--- src/rtl/alu_ctrl_pipe_if.sv ---
// Handshake/data bundle for alu_ctrl_pipe: upstream op request and downstream result.
// The master side drives the op and out_ready; the slave (the ALU unit) drives the rest.
interface alu_ctrl_pipe_if #(
    parameter int XLEN = 32,
    parameter int ERRW = 8
);
    logic            in_valid;
    logic            in_ready;
    logic [1:0]      alu_op;
    logic [6:0]      funct7;
    logic [2:0]      funct3;
    logic [XLEN-1:0] src_a;
    logic [XLEN-1:0] src_b;
    logic            out_valid;
    logic            out_ready;
    logic [XLEN-1:0] result;
    logic            zero;
    logic [3:0]      op;
    logic            illegal;
    logic [ERRW-1:0] err_count;

    modport master (
        output in_valid, alu_op, funct7, funct3, src_a, src_b, out_ready,
        input  in_ready, out_valid, result, zero, op, illegal, err_count
    );

    modport slave (
        input  in_valid, alu_op, funct7, funct3, src_a, src_b, out_ready,
        output in_ready, out_valid, result, zero, op, illegal, err_count
    );
endinterface

--- src/rtl/alu_ctrl_pipe.sv ---
// Two-stage RV32I ALU control + execute: stage 1 decodes ALUOp/funct into a 4-bit op,
// stage 2 computes and holds the result. Define ALU_SHIFT_EN to add SLL/SRL/SRA.
module alu_ctrl_pipe #(
    parameter int XLEN    = 32,
    parameter int SHAMT_W = 5,
    parameter int ERRW    = 8
) (
    input  logic             clk,
    input  logic             rst_n,
    alu_ctrl_pipe_if.slave   bus
);
    localparam logic [3:0] OP_AND  = 4'b0000;
    localparam logic [3:0] OP_OR   = 4'b0001;
    localparam logic [3:0] OP_ADD  = 4'b0010;
    localparam logic [3:0] OP_XOR  = 4'b0011;
    localparam logic [3:0] OP_SLL  = 4'b0100;
    localparam logic [3:0] OP_SRL  = 4'b0101;
    localparam logic [3:0] OP_SUB  = 4'b0110;
    localparam logic [3:0] OP_SLT  = 4'b0111;
    localparam logic [3:0] OP_SLTU = 4'b1000;
    localparam logic [3:0] OP_SRA  = 4'b1001;
    localparam logic [3:0] OP_ILL  = 4'b1111;

    logic            s1_valid_q;
    logic [3:0]      s1_op_q;
    logic [XLEN-1:0] s1_a_q;
    logic [XLEN-1:0] s1_b_q;
    logic            s2_valid_q;
    logic [XLEN-1:0] result_q;
    logic [3:0]      op_q;
    logic            illegal_q;
    logic [ERRW-1:0] err_count_q;
    logic [ERRW-1:0] err_count_d;

    logic            s2_load;
    logic            in_ready;
    logic            f7b5;
    logic [3:0]      dec_op;
    logic [XLEN-1:0] ex_result;

    assign f7b5     = bus.funct7[5];
    assign s2_load  = !s2_valid_q || bus.out_ready;
    assign in_ready = !s1_valid_q || s2_load;

    // Anything not explicitly recognised falls through to OP_ILL.
    always_comb begin
        dec_op = OP_ILL;
        case (bus.alu_op)
            2'b00: dec_op = OP_ADD;
            2'b01: dec_op = OP_SUB;
            2'b10: begin
                case (bus.funct3)
                    3'b000: dec_op = f7b5 ? OP_SUB : OP_ADD;
                    3'b111: if (!f7b5) dec_op = OP_AND;
                    3'b110: if (!f7b5) dec_op = OP_OR;
                    3'b100: if (!f7b5) dec_op = OP_XOR;
                    3'b010: if (!f7b5) dec_op = OP_SLT;
                    3'b011: if (!f7b5) dec_op = OP_SLTU;
`ifdef ALU_SHIFT_EN
                    3'b001: if (!f7b5) dec_op = OP_SLL;
                    3'b101: dec_op = f7b5 ? OP_SRA : OP_SRL;
`endif
                    default: dec_op = OP_ILL;
                endcase
            end
            default: dec_op = OP_ILL;
        endcase
    end

`ifdef ALU_SHIFT_EN
    logic [SHAMT_W-1:0] shamt;
    assign shamt = s1_b_q[SHAMT_W-1:0];
`else
    logic unused_shamt;
    assign unused_shamt = ^s1_b_q[SHAMT_W-1:0];
`endif
    logic unused_funct7;
    assign unused_funct7 = ^{bus.funct7[6], bus.funct7[4:0]};

    // Illegal ops deliberately produce a zero result.
    always_comb begin
        ex_result = '0;
        case (s1_op_q)
            OP_ADD:  ex_result = s1_a_q + s1_b_q;
            OP_SUB:  ex_result = s1_a_q - s1_b_q;
            OP_AND:  ex_result = s1_a_q & s1_b_q;
            OP_OR:   ex_result = s1_a_q | s1_b_q;
            OP_XOR:  ex_result = s1_a_q ^ s1_b_q;
            OP_SLT:  ex_result = {{(XLEN-1){1'b0}}, ($signed(s1_a_q) < $signed(s1_b_q))};
            OP_SLTU: ex_result = {{(XLEN-1){1'b0}}, (s1_a_q < s1_b_q)};
`ifdef ALU_SHIFT_EN
            OP_SLL:  ex_result = s1_a_q << shamt;
            OP_SRL:  ex_result = s1_a_q >> shamt;
            OP_SRA:  ex_result = $signed(s1_a_q) >>> shamt;
`endif
            default: ex_result = '0;
        endcase
    end

    always_comb begin
        err_count_d = err_count_q;
        if (s2_valid_q && bus.out_ready && illegal_q && (err_count_q != {ERRW{1'b1}}))
            err_count_d = err_count_q + 1'b1;
    end

    always_ff @(posedge clk or negedge rst_n) begin
        if (!rst_n) begin
            s1_valid_q <= 1'b0;
            s1_op_q    <= 4'b0000;
            s1_a_q     <= '0;
            s1_b_q     <= '0;
        end else if (in_ready) begin
            s1_valid_q <= bus.in_valid;
            if (bus.in_valid) begin
                s1_op_q <= dec_op;
                s1_a_q  <= bus.src_a;
                s1_b_q  <= bus.src_b;
            end
        end
    end

    // Output registers only change when stage 2 may advance, so a stalled result holds.
    always_ff @(posedge clk or negedge rst_n) begin
        if (!rst_n) begin
            s2_valid_q  <= 1'b0;
            result_q    <= '0;
            op_q        <= 4'b0000;
            illegal_q   <= 1'b0;
            err_count_q <= '0;
        end else begin
            err_count_q <= err_count_d;
            if (s2_load) begin
                s2_valid_q <= s1_valid_q;
                if (s1_valid_q) begin
                    result_q  <= ex_result;
                    op_q      <= s1_op_q;
                    illegal_q <= (s1_op_q == OP_ILL);
                end
            end
        end
    end

    assign bus.in_ready  = in_ready;
    assign bus.out_valid = s2_valid_q;
    assign bus.result    = result_q;
    assign bus.zero      = (result_q == '0);
    assign bus.op        = op_q;
    assign bus.illegal   = illegal_q;
    assign bus.err_count = err_count_q;
endmodule

--- src/flat_wrapper.sv ---
// flat-port wrapper written by rule: the top's interface ports become plain ports
module alu_ctrl_pipe_flat 
#(
    parameter int XLEN    = 32,
    parameter int SHAMT_W = 5,
    parameter int ERRW    = 8
)
  (clk, rst_n, bus_in_valid, bus_alu_op, bus_funct7, bus_funct3, bus_src_a, bus_src_b, bus_out_ready, bus_in_ready, bus_out_valid, bus_result, bus_zero, bus_op, bus_illegal, bus_err_count);
  alu_ctrl_pipe_if #(.XLEN(XLEN), .ERRW(ERRW)) bus_i ();
  input  logic clk;
  input  logic rst_n;
  input wire logic [$bits(bus_i.in_valid)-1:0] bus_in_valid;
  input wire logic [$bits(bus_i.alu_op)-1:0] bus_alu_op;
  input wire logic [$bits(bus_i.funct7)-1:0] bus_funct7;
  input wire logic [$bits(bus_i.funct3)-1:0] bus_funct3;
  input wire logic [$bits(bus_i.src_a)-1:0] bus_src_a;
  input wire logic [$bits(bus_i.src_b)-1:0] bus_src_b;
  input wire logic [$bits(bus_i.out_ready)-1:0] bus_out_ready;
  output wire logic [$bits(bus_i.in_ready)-1:0] bus_in_ready;
  output wire logic [$bits(bus_i.out_valid)-1:0] bus_out_valid;
  output wire logic [$bits(bus_i.result)-1:0] bus_result;
  output wire logic [$bits(bus_i.zero)-1:0] bus_zero;
  output wire logic [$bits(bus_i.op)-1:0] bus_op;
  output wire logic [$bits(bus_i.illegal)-1:0] bus_illegal;
  output wire logic [$bits(bus_i.err_count)-1:0] bus_err_count;
  assign bus_i.in_valid = bus_in_valid;
  assign bus_i.alu_op = bus_alu_op;
  assign bus_i.funct7 = bus_funct7;
  assign bus_i.funct3 = bus_funct3;
  assign bus_i.src_a = bus_src_a;
  assign bus_i.src_b = bus_src_b;
  assign bus_i.out_ready = bus_out_ready;
  assign bus_in_ready = bus_i.in_ready;
  assign bus_out_valid = bus_i.out_valid;
  assign bus_result = bus_i.result;
  assign bus_zero = bus_i.zero;
  assign bus_op = bus_i.op;
  assign bus_illegal = bus_i.illegal;
  assign bus_err_count = bus_i.err_count;
  alu_ctrl_pipe #(.XLEN(XLEN), .SHAMT_W(SHAMT_W), .ERRW(ERRW)) u_core (.clk(clk), .rst_n(rst_n), .bus(bus_i));
endmodule
--- config.mk ---
export PLATFORM = sky130hd
export DESIGN_NAME = alu_ctrl_pipe_flat
export DESIGN_NICKNAME = d
export VERILOG_FILES = /design/src/rtl/alu_ctrl_pipe_if.sv /design/src/rtl/alu_ctrl_pipe.sv /design/src/flat_wrapper.sv
export SDC_FILE = /design/constraint.sdc
export NUM_CORES = 1
export LEC_CHECK = 0
export ABC_AREA = 1
export CORE_ASPECT_RATIO = 0.9
export CORE_UTILIZATION = 35
export DETAILED_ROUTE_END_ITERATION = 12
export DONT_BUFFER_PORTS = 1
export SYNTH_ARGS = -nofsm -noshare
export SYNTH_HDL_FRONTEND = slang
export SYNTH_SLANG_ARGS = --single-unit
--- constraint.sdc ---
create_clock -name clk -period 2.45 [get_ports clk]
set_clock_uncertainty 0.05 [all_clocks]
set_input_delay 0.49 -clock clk [delete_from_list [all_inputs] [get_ports clk]]
set_output_delay 0.49 -clock clk [all_outputs]
set_load 0.005 [all_outputs]
* Word-level counts from Yosys, hierarchy flattened
Cells that the tools add are included.
** Word-level totals
- Logic and storage cells :: 54
- Flip-flop bits (word level) :: 115
** Operators by class
- Equality and inequality tests :: 15
- $lt $le $gt $ge :: 2
- Reductions and logical operators :: 13
- Mux-type cells :: 9
- Add/sub/neg operators :: 3
- Bitwise gates (word level) :: 3
** Operators by type and width (count)
- $pmux W32 S7 :: 1
- $lt A32 B32 Y1 :: 2
- $add A32 B32 Y32 :: 1
- $and A32 B32 Y32 :: 1
- $logic_not A32 Y1 :: 1
- $or A32 B32 Y32 :: 1
- $sub A32 B32 Y32 :: 1
- $xor A32 B32 Y32 :: 1
- $pmux W4 S6 :: 1
- $mux W4 :: 4
- $pmux W4 S3 :: 1
- $eq A3 B3 Y1 const B :: 3
- $add A8 B1 Y8 const B :: 1
- $eq A4 B2 Y1 const B :: 2
- $eq A4 B3 Y1 const B :: 2
- $eq A4 B4 Y1 const B :: 2
- $ne A8 B8 Y1 const B :: 1
- $eq A3 B2 Y1 const B :: 2
- $mux W3 :: 2
- $eq A4 B1 Y1 const B :: 1
- $logic_not A4 Y1 :: 1
- $reduce_and A2 Y1 :: 2
- $logic_and A1 B1 Y1 :: 3
- $logic_not A3 Y1 :: 1
- 5 further kinds :: 7

* Logic depth before layout (Yosys ltp)
Gate-level depths: netlist of run 1.
- Depth in word-level cells :: 4
- Gate-level depth with buffers :: 17
- Mapped depth without buffers :: 17

* Least setup slack after synthesis of run 1
OpenSTA, ideal clock, no wires.
- Path kind :: register to register
- Start point :: register u_core.s1_b_q[0]
- End point :: register u_core.result_q[28], in the netlist u_core.bus.result[28]
- Data required time :: 2.284 ns
- Clock period less this slack :: 2.044 ns
- Buffers on the path :: 0
- Cell stages (with the launch flop) :: 16
- Arrival time :: 1.878 ns
- Library setup time :: 0.116 ns
- Slack :: 0.406 ns
- Cell sequence :: dfrtp_1 > ha_1 > inv_1 > fa_1 > inv_1 > nand2_1 > o21ai_1 > nand3_1 > nand3_1 > nand2_1 > nand2_1 > nand2_1 > nand3_1 > nand3_1 > nand2_1 > nand2_1
** Between the ends
- Cells in the longest elaborated chain, start to end :: 2
** RTL lines
- from (decl) :: RTL line alu_ctrl_pipe.sv:27 : logic [XLEN-1:0] s1_b_q;
- from (signal assigned) :: RTL line alu_ctrl_pipe.sv:117 : s1_b_q <= bus.src_b;
- $sub A32 B32 Y32 / $add A32 B32 Y32 (equally long branches) :: RTL line alu_ctrl_pipe.sv:85, alu_ctrl_pipe.sv:84
- $pmux W32 S7 * :: RTL line alu_ctrl_pipe.sv:83 : case (s1_op_q)
- to (signal assigned) :: RTL line alu_ctrl_pipe.sv:135 : result_q <= ex_result;
- to (decl) :: RTL line alu_ctrl_pipe.sv:29 : logic [XLEN-1:0] result_q;
Mark *: on every way between the ends. The rest lies on a longest branch, timed or not.
A chain may end at the register's enable or synchronous reset.

* Final worst setup path of run 1
- Start point :: register u_core.s1_b_q[0]
- End point :: register u_core.result_q[16], in the netlist u_core.bus.result[16]
Same word-level chain as after synthesis.

==> results of run 1 <==
[registers in the layout, summed over array words and instances (netlist names)]
signal,flops
u_core.bus.result,32
u_core.s1_a_q,32
u_core.s1_b_q,32
u_core.bus.err_count,8
u_core.bus.op,4
u_core.s1_op_q,4
u_core.bus.illegal,1
u_core.bus.out_valid,1
u_core.s1_valid_q,1
[per-layer routing]
| layer | track usage (%) | up-vias |
|---|---|---|
| met5 | 0 | - |
| met4 | 5.310 | 0 |
| li1 | - | 5504 |
| met1 | 35.81 | 5102 |
| met2 | 35.85 | 351 |
| met3 | 4.716 | 21 |
[worst paths after layout]
kind / start / end / slack [ps] / depth (start not counted)
worst min-delay path: rst_n / u_core.bus.result[14]$_DFFE_PN0P_ / -310 / 0
worst min register to register: u_core.bus.err_count[7]$_DFFE_PN0P_ / u_core.bus.err_count[7]$_DFFE_PN0P_ / 480 / 1
worst max-delay path: u_core.s1_b_q[0]$_DFFE_PN0P_ / u_core.bus.result[16]$_DFFE_PN0P_ / 60 / 16
min in group clk: bus_src_a[7] / u_core.s1_a_q[7]$_DFFE_PN0P_ / 120 / 2
worst max register to register: u_core.s1_b_q[0]$_DFFE_PN0P_ / u_core.bus.result[16]$_DFFE_PN0P_ / 60 / 16
max in group asynchronous: rst_n / u_core.s1_b_q[22]$_DFFE_PN0P_ / 2510 / 0
[logic make-up after synthesis]
family                   share of synthesized area, %
adder cells (fa/ha/maj)                         12.43
buffers and inverters                           13.07
AO/OA/AOI/OAI                                   12.15
AND/OR/NAND/NOR                                 34.61
flip-flops                                      26.92
XOR/XNOR                                       0.8193
[critical path, cell delays in order (launching register included)]
cell and delay (ps):
dfrtp_1 390, ha_2 220, inv_2 50, fa_2 400
inv_2 80, nand2_2 60, o21ai_2 150, buf_6 150
nand2_4 50, nand2_4 90, nand3_2 80, nand2_1 70
nand2_1 50, nand3_1 70, nand3_2 140, nand2_2 100
nand2_1 50
[repair_timing]
action,in CTS,in global routing
endpoints found under the hold margin,115,115
pin swaps,2,21
setup endpoints to repair,11,27
gates resized for setup,19,130
buffers inserted,0,4
[cell usage in the layout, fill, tap and decap left out, drive strengths merged, types with 4 or more instances in the layout]
| cell type | n |
|---|---|
| xnor2 | 4 |
| a21oi | 67 |
| nor3 | 11 |
| nor4 | 12 |
| xor2 | 6 |
| o21ai | 113 |
| o22ai | 24 |
| dfrtp | 115 |
| o211ai | 4 |
| inv | 303 |
| buf | 97 |
| nor2 | 123 |
| a221oi | 8 |
| nand3b | 6 |
| o21bai | 9 |
| nand4 | 12 |
| clkinvlp | 6 |
| ha | 103 |
| nand2 | 612 |
| clkbuf | 22 |
| nand3 | 112 |
[power groups by stage]
stage | clock (mW) | sequential, mW | combinational (mW)
2_1_floorplan | 0 | 2.62 | 3.08
3_3_place_gp | 0 | 2.75 | 4.64
3_5_place_dp | 0 | 2.77 | 4.68
4_1_cts | 2.43 | 2.74 | 4.75
5_1_grt | 2.51 | 2.80 | 5.84
6_report | 2.38 | 2.73 | 5.25
[metrics by stage]
stage | cells | hold WS [ps] | setup slack (ps) | setup TNS, ps | instance area [um^2]
detailed placement | 2160 | 148.8 | -129.9 | -587.9 | 11670
finish | 2196 | -308.6 | 64.70 | 0 | 12850
global route | 2196 | -332.7 | -44.83 | -159.0 | 12850
global placement | 2160 | 148.3 | -119.5 | -336.7 | 11670
CTS | 2192 | -329.5 | -5.235 | -5.235 | 12300
floorplan | 1718 | 144.4 | 405.9 | 0 | 10690
[area by class of cell]
| cell class | count | area (um^2) |
|---|---|---|
| Sequential cell | 115 | 2878 |
| Timing Repair Buffer | 97 | 769.5 |
| Clock inverter | 10 | 76.32 |
| Fill cell | 3177 | 17100 |
| Inverter | 302 | 1136 |
| Clock buffer | 22 | 474.2 |
| Tap cell | 403 | 504.2 |
| Multi-Input combinational cell | 1247 | 7013 |
==> impl_results.md, run 1 <==
* Worst slew margin at 52.30%
* Gpl congestion at 0.9173
* Starting Density at between 30% and 40%
* Final core area utilization at 42.90%
* H-tree lvl count at 4
* Sequential area share after synthesis at a little over a quarter
* Sequential Power Share at 26.4%
* Setup violators final at 0
* Longest Clk Path Bufs at 2
* Synthesis Warnings at 0
* Setup crit end kind: flip-flop
* Final hold slack at -308.6 ps
* Max_cap viols at 0
* Hold Violations, Final at 115
* Vias at 10978
* Synth unique cells at 43
* Status: finished, violations left
* Top-Level Pins at between 100 and 150
* Chip height at around 170 um
* First-pass GRT wire length at 57.17 mm
* Diodes inserted at 0
* Final WL at between 30 and 40 mm
* Initial drt markers at 831
* Int Power at 5.560 mW
* Wire length on met1 at 18.81 mm
* Root buf cell: clkbuf_16
* Clock transition at path regs at 70 ps
* Layout cell share with drive strength beyond 1 at 14.89%
* Ys async rst share at between 90% and 100%
* Routed wl met3 at 2.582 mm
* IO Port Bufs at 0
* Vias in the first global route at 10404
* Cells after Synth at 1718
* Row count at 60
* Avg Vias per Cell at 4.999
* Tot Pwr at 10.37 mW
* Placeable Area at around 0.030 mm^2
* Gr usage total at 24.17%
* Count leader, synth: nand2_1
* Area growth syn-to-layout at 20.21%
* Met2 routed WL at 15.70 mm
* Flops & latches, synth at roughly 120
* Fmax at about 420 MHz
* Detail Route Antenna Nets at 0
* Peak VDD IR at roughly 0.51 mV
* Post-synth top area share at 26.92%
* Ys flop type: dfrtp_1
* Dpl hpwl at about 29 mm
* Post-Synthesis Net Count at 1903
* Average cell area after synthesis at between 6 and 7 um^2
* DR WL/cell at approximately 17 um
* Post-synth EDFFs at 0
* Die Area at 0.03125 mm^2
* Min Tclk post-route at 2385 ps
* Switching Share at between 40% and 50%
* Die X-Extent at 186.2 um
* First-pass DRT Iterations at 5
* Num CTS Buffers at 17
* Type of origin of the critical path: flip-flop
* CP Max Fanout at 4
* Clock network power share at 23.0%
* Pin count of the biggest net entering global routing at between 100 and 150
* Initial antenna violation count at 0
* Least-Margin Pin Slew at approximately 700 ps
* Failing checks: hold timing
* P_sw at 4.812 mW
* Critical path class: reg2reg
* Class of the worst hold path: in2async
* DRC at 0
* Post-synth top area cell: dfrtp_1
* Unrepaired setup endpoints after global routing: yes
* CTS tree: done
* Nets at 1965
* Commonest cells in the netlist: 604 x nand2_1, 295 x inv_1, 115 x dfrtp_1, 115 x nor2_1, 112 x nand3_1
* # clock sinks at 115
* Top sig layer: met4
* Pins Over Slew Limit at 0
* Tcrit/Tclk final at 97.36%
* Combinational group share of total power at about half
* Synth area leaders: dfrtp_1 27%, nand2_1 21%, ha_1 12%, inv_1 10%, nand3_1 5.2%
* Crit path required time at roughly 2700 ps
* Later-pin clock latency in the skew report at between 400 and 500 ps
* Post-Syn Area at 0.01069 mm^2
* Power Density at between 800 and 900 mW/mm^2
* Arr. time, crit path at 2660 ps
* Leak Pwr at between 6 and 7 nW
* Gr ovfl total at 0
No activity file was read; power rests on OpenSTA's default activity.
==> run 2: changes to the inputs <==
Settings changed: CAP_MARGIN set to 20.
==> results of run 2 <==
Same layout as run 1: the final DEF is identical, and so are final timing and power.
==> run 3: changes to the inputs <==
Settings changed: PLACE_DENSITY_LB_ADDON set to 0.2.
==> impl_results.md, run 3 (synthesis results as in run 1) <==
* CTS tree: done (unchanged)
* Fmax at 424.1 MHz (was 419.2 MHz)
* Detail Route Antenna Nets at 0 (unchanged)
* Chip height at 167.8 um (unchanged)
* IO Port Bufs at 0 (unchanged)
* Gpl congestion at 0.9827 (was 0.9173)
* Clock network power share at 24.2% (was 23.0%)
* Hold Violations, Final at 115 (unchanged)
* Met3 usage in global routing at 3.764% (was 4.716%)
* Row count at 60 (unchanged)
* Pin count of the biggest net entering global routing at 116 (unchanged)
* Peak VDD IR at 0.5194 mV (was 0.5146 mV)
* Later-pin clock latency in the skew report at 440 ps (was 450 ps)
* Status: finished, violations left (unchanged)
* Commonest non-fill, non-tap cells in the layout: 593 x nand2_1, 292 x inv_1, 134 x buf_4 (was 580 x nand2_1, 286 x inv_1, 115 x dfrtp_1)
* Post-placement cell count at 2205 (was 2160)
* Vias at 11038 (was 10978)
* Met2 GRT Util at 35.48% (was 35.85%)
* Arr. time, crit path at 2680 ps (was 2660 ps)
* P_sw at 4.856 mW (was 4.812 mW)
* CP Max Fanout at 5 (was 4)
* Setup violators final at 0 (unchanged)
* Int Power at 5.884 mW (was 5.560 mW)
* Crit path max-delay family: simple AND/OR/NAND/NOR gates (unchanged)
* First-pass DRT Iterations at 5 (unchanged)
* First-pass GRT wire length at 57.73 mm (was 57.17 mm)
* Layout cell share with drive strength beyond 1 at 15.31% (was 14.89%)
* DRC at 0 (unchanged)
* Cell Count, Final, Fillers Out at 2238 (was 2196)
* Critical path buffers and inverters at 3 (unchanged)
* # clock sinks at 115 (unchanged)
* Vias in the first global route at 10291 (was 10404)
* Crit path required time at 2770 ps (was 2720 ps)
* Least-Margin Pin Slew at 519.8 ps (was 714.7 ps)
* Dpl hpwl at 29.88 mm (was 29.34 mm)
* Crit path cell chain: inv_1 > ha_2 > nand2_1 > buf_4 > inv_1 > nand2_1 > nand2_1 > a21oi_1 > nand2_2 > xor2_1 > o211ai_1 > nand2_1 > nand2_1 (was ha_2 > inv_2 > fa_2 > inv_2 > nand2_2 > o21ai_2 > buf_6 > nand2_4 > nand2_4 > nand3_2 > nand2_1 > nand2_1 > nand3_1 > nand3_2 > nand2_2 > nand2_1)
* CP dominant cell by count: nand2_1 (unchanged)
* Power Density at 821.4 mW/mm^2 (was 807.1 mW/mm^2)
* Root buf cell: clkbuf_16 (unchanged)
* Worst slew margin at 65.31% (was 52.30%)
* Failing checks: hold timing (unchanged)
* Max_cap viols at 0 (unchanged)
* Unrepaired setup endpoints after global routing: yes (unchanged)
* H-tree lvl count at 4 (unchanged)
* Setup crit end kind: flip-flop (unchanged)
* Placeable Area at 0.02995 mm^2 (unchanged)
* R2R setup slack at 90 ps (was 60 ps)
* Leak Pwr at 7.096 nW (was 6.904 nW)
* Combinational group share of total power at 50.5% (was 50.6%)
* Type of origin of the critical path: flip-flop (unchanged)
* DR WL/cell at 16.91 um (was 17.07 um)
* Initial antenna violation count at 0 (unchanged)
* Pins Over Slew Limit at 0 (unchanged)
* Switching Share at 45.21% (was 46.40%)
* Longest Clk Path Bufs at 2 (unchanged)
* Starting Density at 35.69% (unchanged)
* Met1 Resource Use GR at 37.32% (was 35.81%)
* Sequential Power Share at 25.3% (was 26.4%)
* Design Area, Final at 0.01308 mm^2 (was 0.01285 mm^2)
* Max incr delay on CP at 400 ps (about the same)
* Final core area utilization at 43.65% (was 42.90%)
* Final WL at 37.85 mm (was 37.48 mm)
* Final hold slack at -301.7 ps (was -308.6 ps)
* Tcrit/Tclk final at 96.25% (was 97.36%)
* Critical path class: reg2reg (unchanged)
* RR Startpoint: u_core.s1_a_q[8]$_DFFE_PN0P_ (was u_core.s1_b_q[0]$_DFFE_PN0P_)
* DP Area at 0.01203 mm^2 (was 0.01167 mm^2)
* Tot Pwr at 10.74 mW (was 10.37 mW)
* Initial drt markers at 834 (was 831)
* Top Usage Layer GRT: met1 (was met2)
* Clock transition at path regs at 70 ps (about the same)
* R2R depth at 13 (was 16)
* Gr ovfl total at 0 (unchanged)
* Slowest cell on crit path: o211ai_1 (was fa_2)
* Nets at 2007 (was 1965)
* Min Tclk post-route at 2358 ps (was 2385 ps)
* Area growth syn-to-layout at 22.31% (was 20.21%)
* Die Area at 0.03125 mm^2 (unchanged)
* Avg Vias per Cell at 4.932 (was 4.999)
* Die X-Extent at 186.2 um (unchanged)
* Class of the worst hold path: in2async (unchanged)
* Commonest non-fill, non-tap cell in the layout: nand2_1 (unchanged)
* Diodes inserted at 0 (unchanged)
* Num CTS Buffers at 17 (unchanged)
* R2R Path End: u_core.bus.result[13]$_DFFE_PN0P_ (was u_core.bus.result[16]$_DFFE_PN0P_)
* Gr usage total at 24.49% (was 24.17%)
* Top-Level Pins at 128 (unchanged)
-- run 3: cell types whose count changed in the layout (fill, tap and decap cells not counted), sizes merged --
cell / before / now
buf: 97 / 139
clkbuf: 22 / 19
inv: 303 / 306
bufinv: 0 / 2
clkinvlp: 6 / 4
-- run 3: worst max path at each step --
stage                                 start                           endpoint  slack (ps)  depth (start not counted)
2_1_floorplan  u_core.s1_b_q[0]$_DFFE_PN0P_  u_core.bus.result[28]$_DFFE_PN0P_         410                         15
3_3_place_gp   u_core.s1_b_q[4]$_DFFE_PN0P_  u_core.bus.result[21]$_DFFE_PN0P_          20                         15
3_5_place_dp   u_core.s1_b_q[4]$_DFFE_PN0P_  u_core.bus.result[21]$_DFFE_PN0P_          20                         15
4_1_cts        u_core.s1_b_q[0]$_DFFE_PN0P_  u_core.bus.result[28]$_DFFE_PN0P_           6                         15
5_1_grt        u_core.s1_b_q[5]$_DFFE_PN0P_  u_core.bus.result[29]$_DFFE_PN0P_         -40                         15
6_report       u_core.s1_a_q[8]$_DFFE_PN0P_  u_core.bus.result[13]$_DFFE_PN0P_          90                         13
-- run 3: worst register-to-register path: stages (launching register included) --
cell,delay [ps]
dfrtp_1,370
inv_1,90
ha_2,320
nand2_1,110
buf_4,120
inv_1,40
nand2_1,50
nand2_1,70
a21oi_1,160
nand2_2,140
xor2_1,170
o211ai_1,400
nand2_1,140
nand2_1,70
-- run 3: timing repair --
action                     CTS  global route
hold endpoints to repair   115           115
pin swaps                    0            12
gates resized for setup      1           102
setup endpoints to repair    2            26
setup buffers                0             1
-- run 3: area by class of cell --
cell class | count | area, um^2
tap | 403 | 504.2
sequential | 115 | 2878
clock buffer | 19 | 452.9
timing repair buffer | 139 | 1106
inverter | 302 | 1136
multi-input combinational | 1247 | 6850
clock inverter | 13 | 147.6
fill | 3190 | 16880
-- run 3: per-layer routing --
layer,vias up,part of all wire [%]
li1,5577,-
met1,5114,51
met2,316,41
met3,31,6.0
met4,0,1.4
met5,-,0
-- run 3: through the flow --
step           setup TNS (ps)  setup WS (ps)
2_1_floorplan               0          405.9
3_3_place_gp                0          16.89
3_5_place_dp                0          24.29
4_1_cts                     0          5.642
5_1_grt                -135.2         -42.27
6_report                    0          91.86
-- run 3: power by group through the flow --
stage / registers (mW) / clock network (mW) / logic (mW)
after floorplan: 2.62 / 0 / 3.08
after global placement: 2.74 / 0 / 4.94
after detailed placement: 2.75 / 0 / 4.97
after CTS: 2.72 / 2.66 / 5.01
after global routing: 2.78 / 2.73 / 6.01
final: 2.72 / 2.60 / 5.43
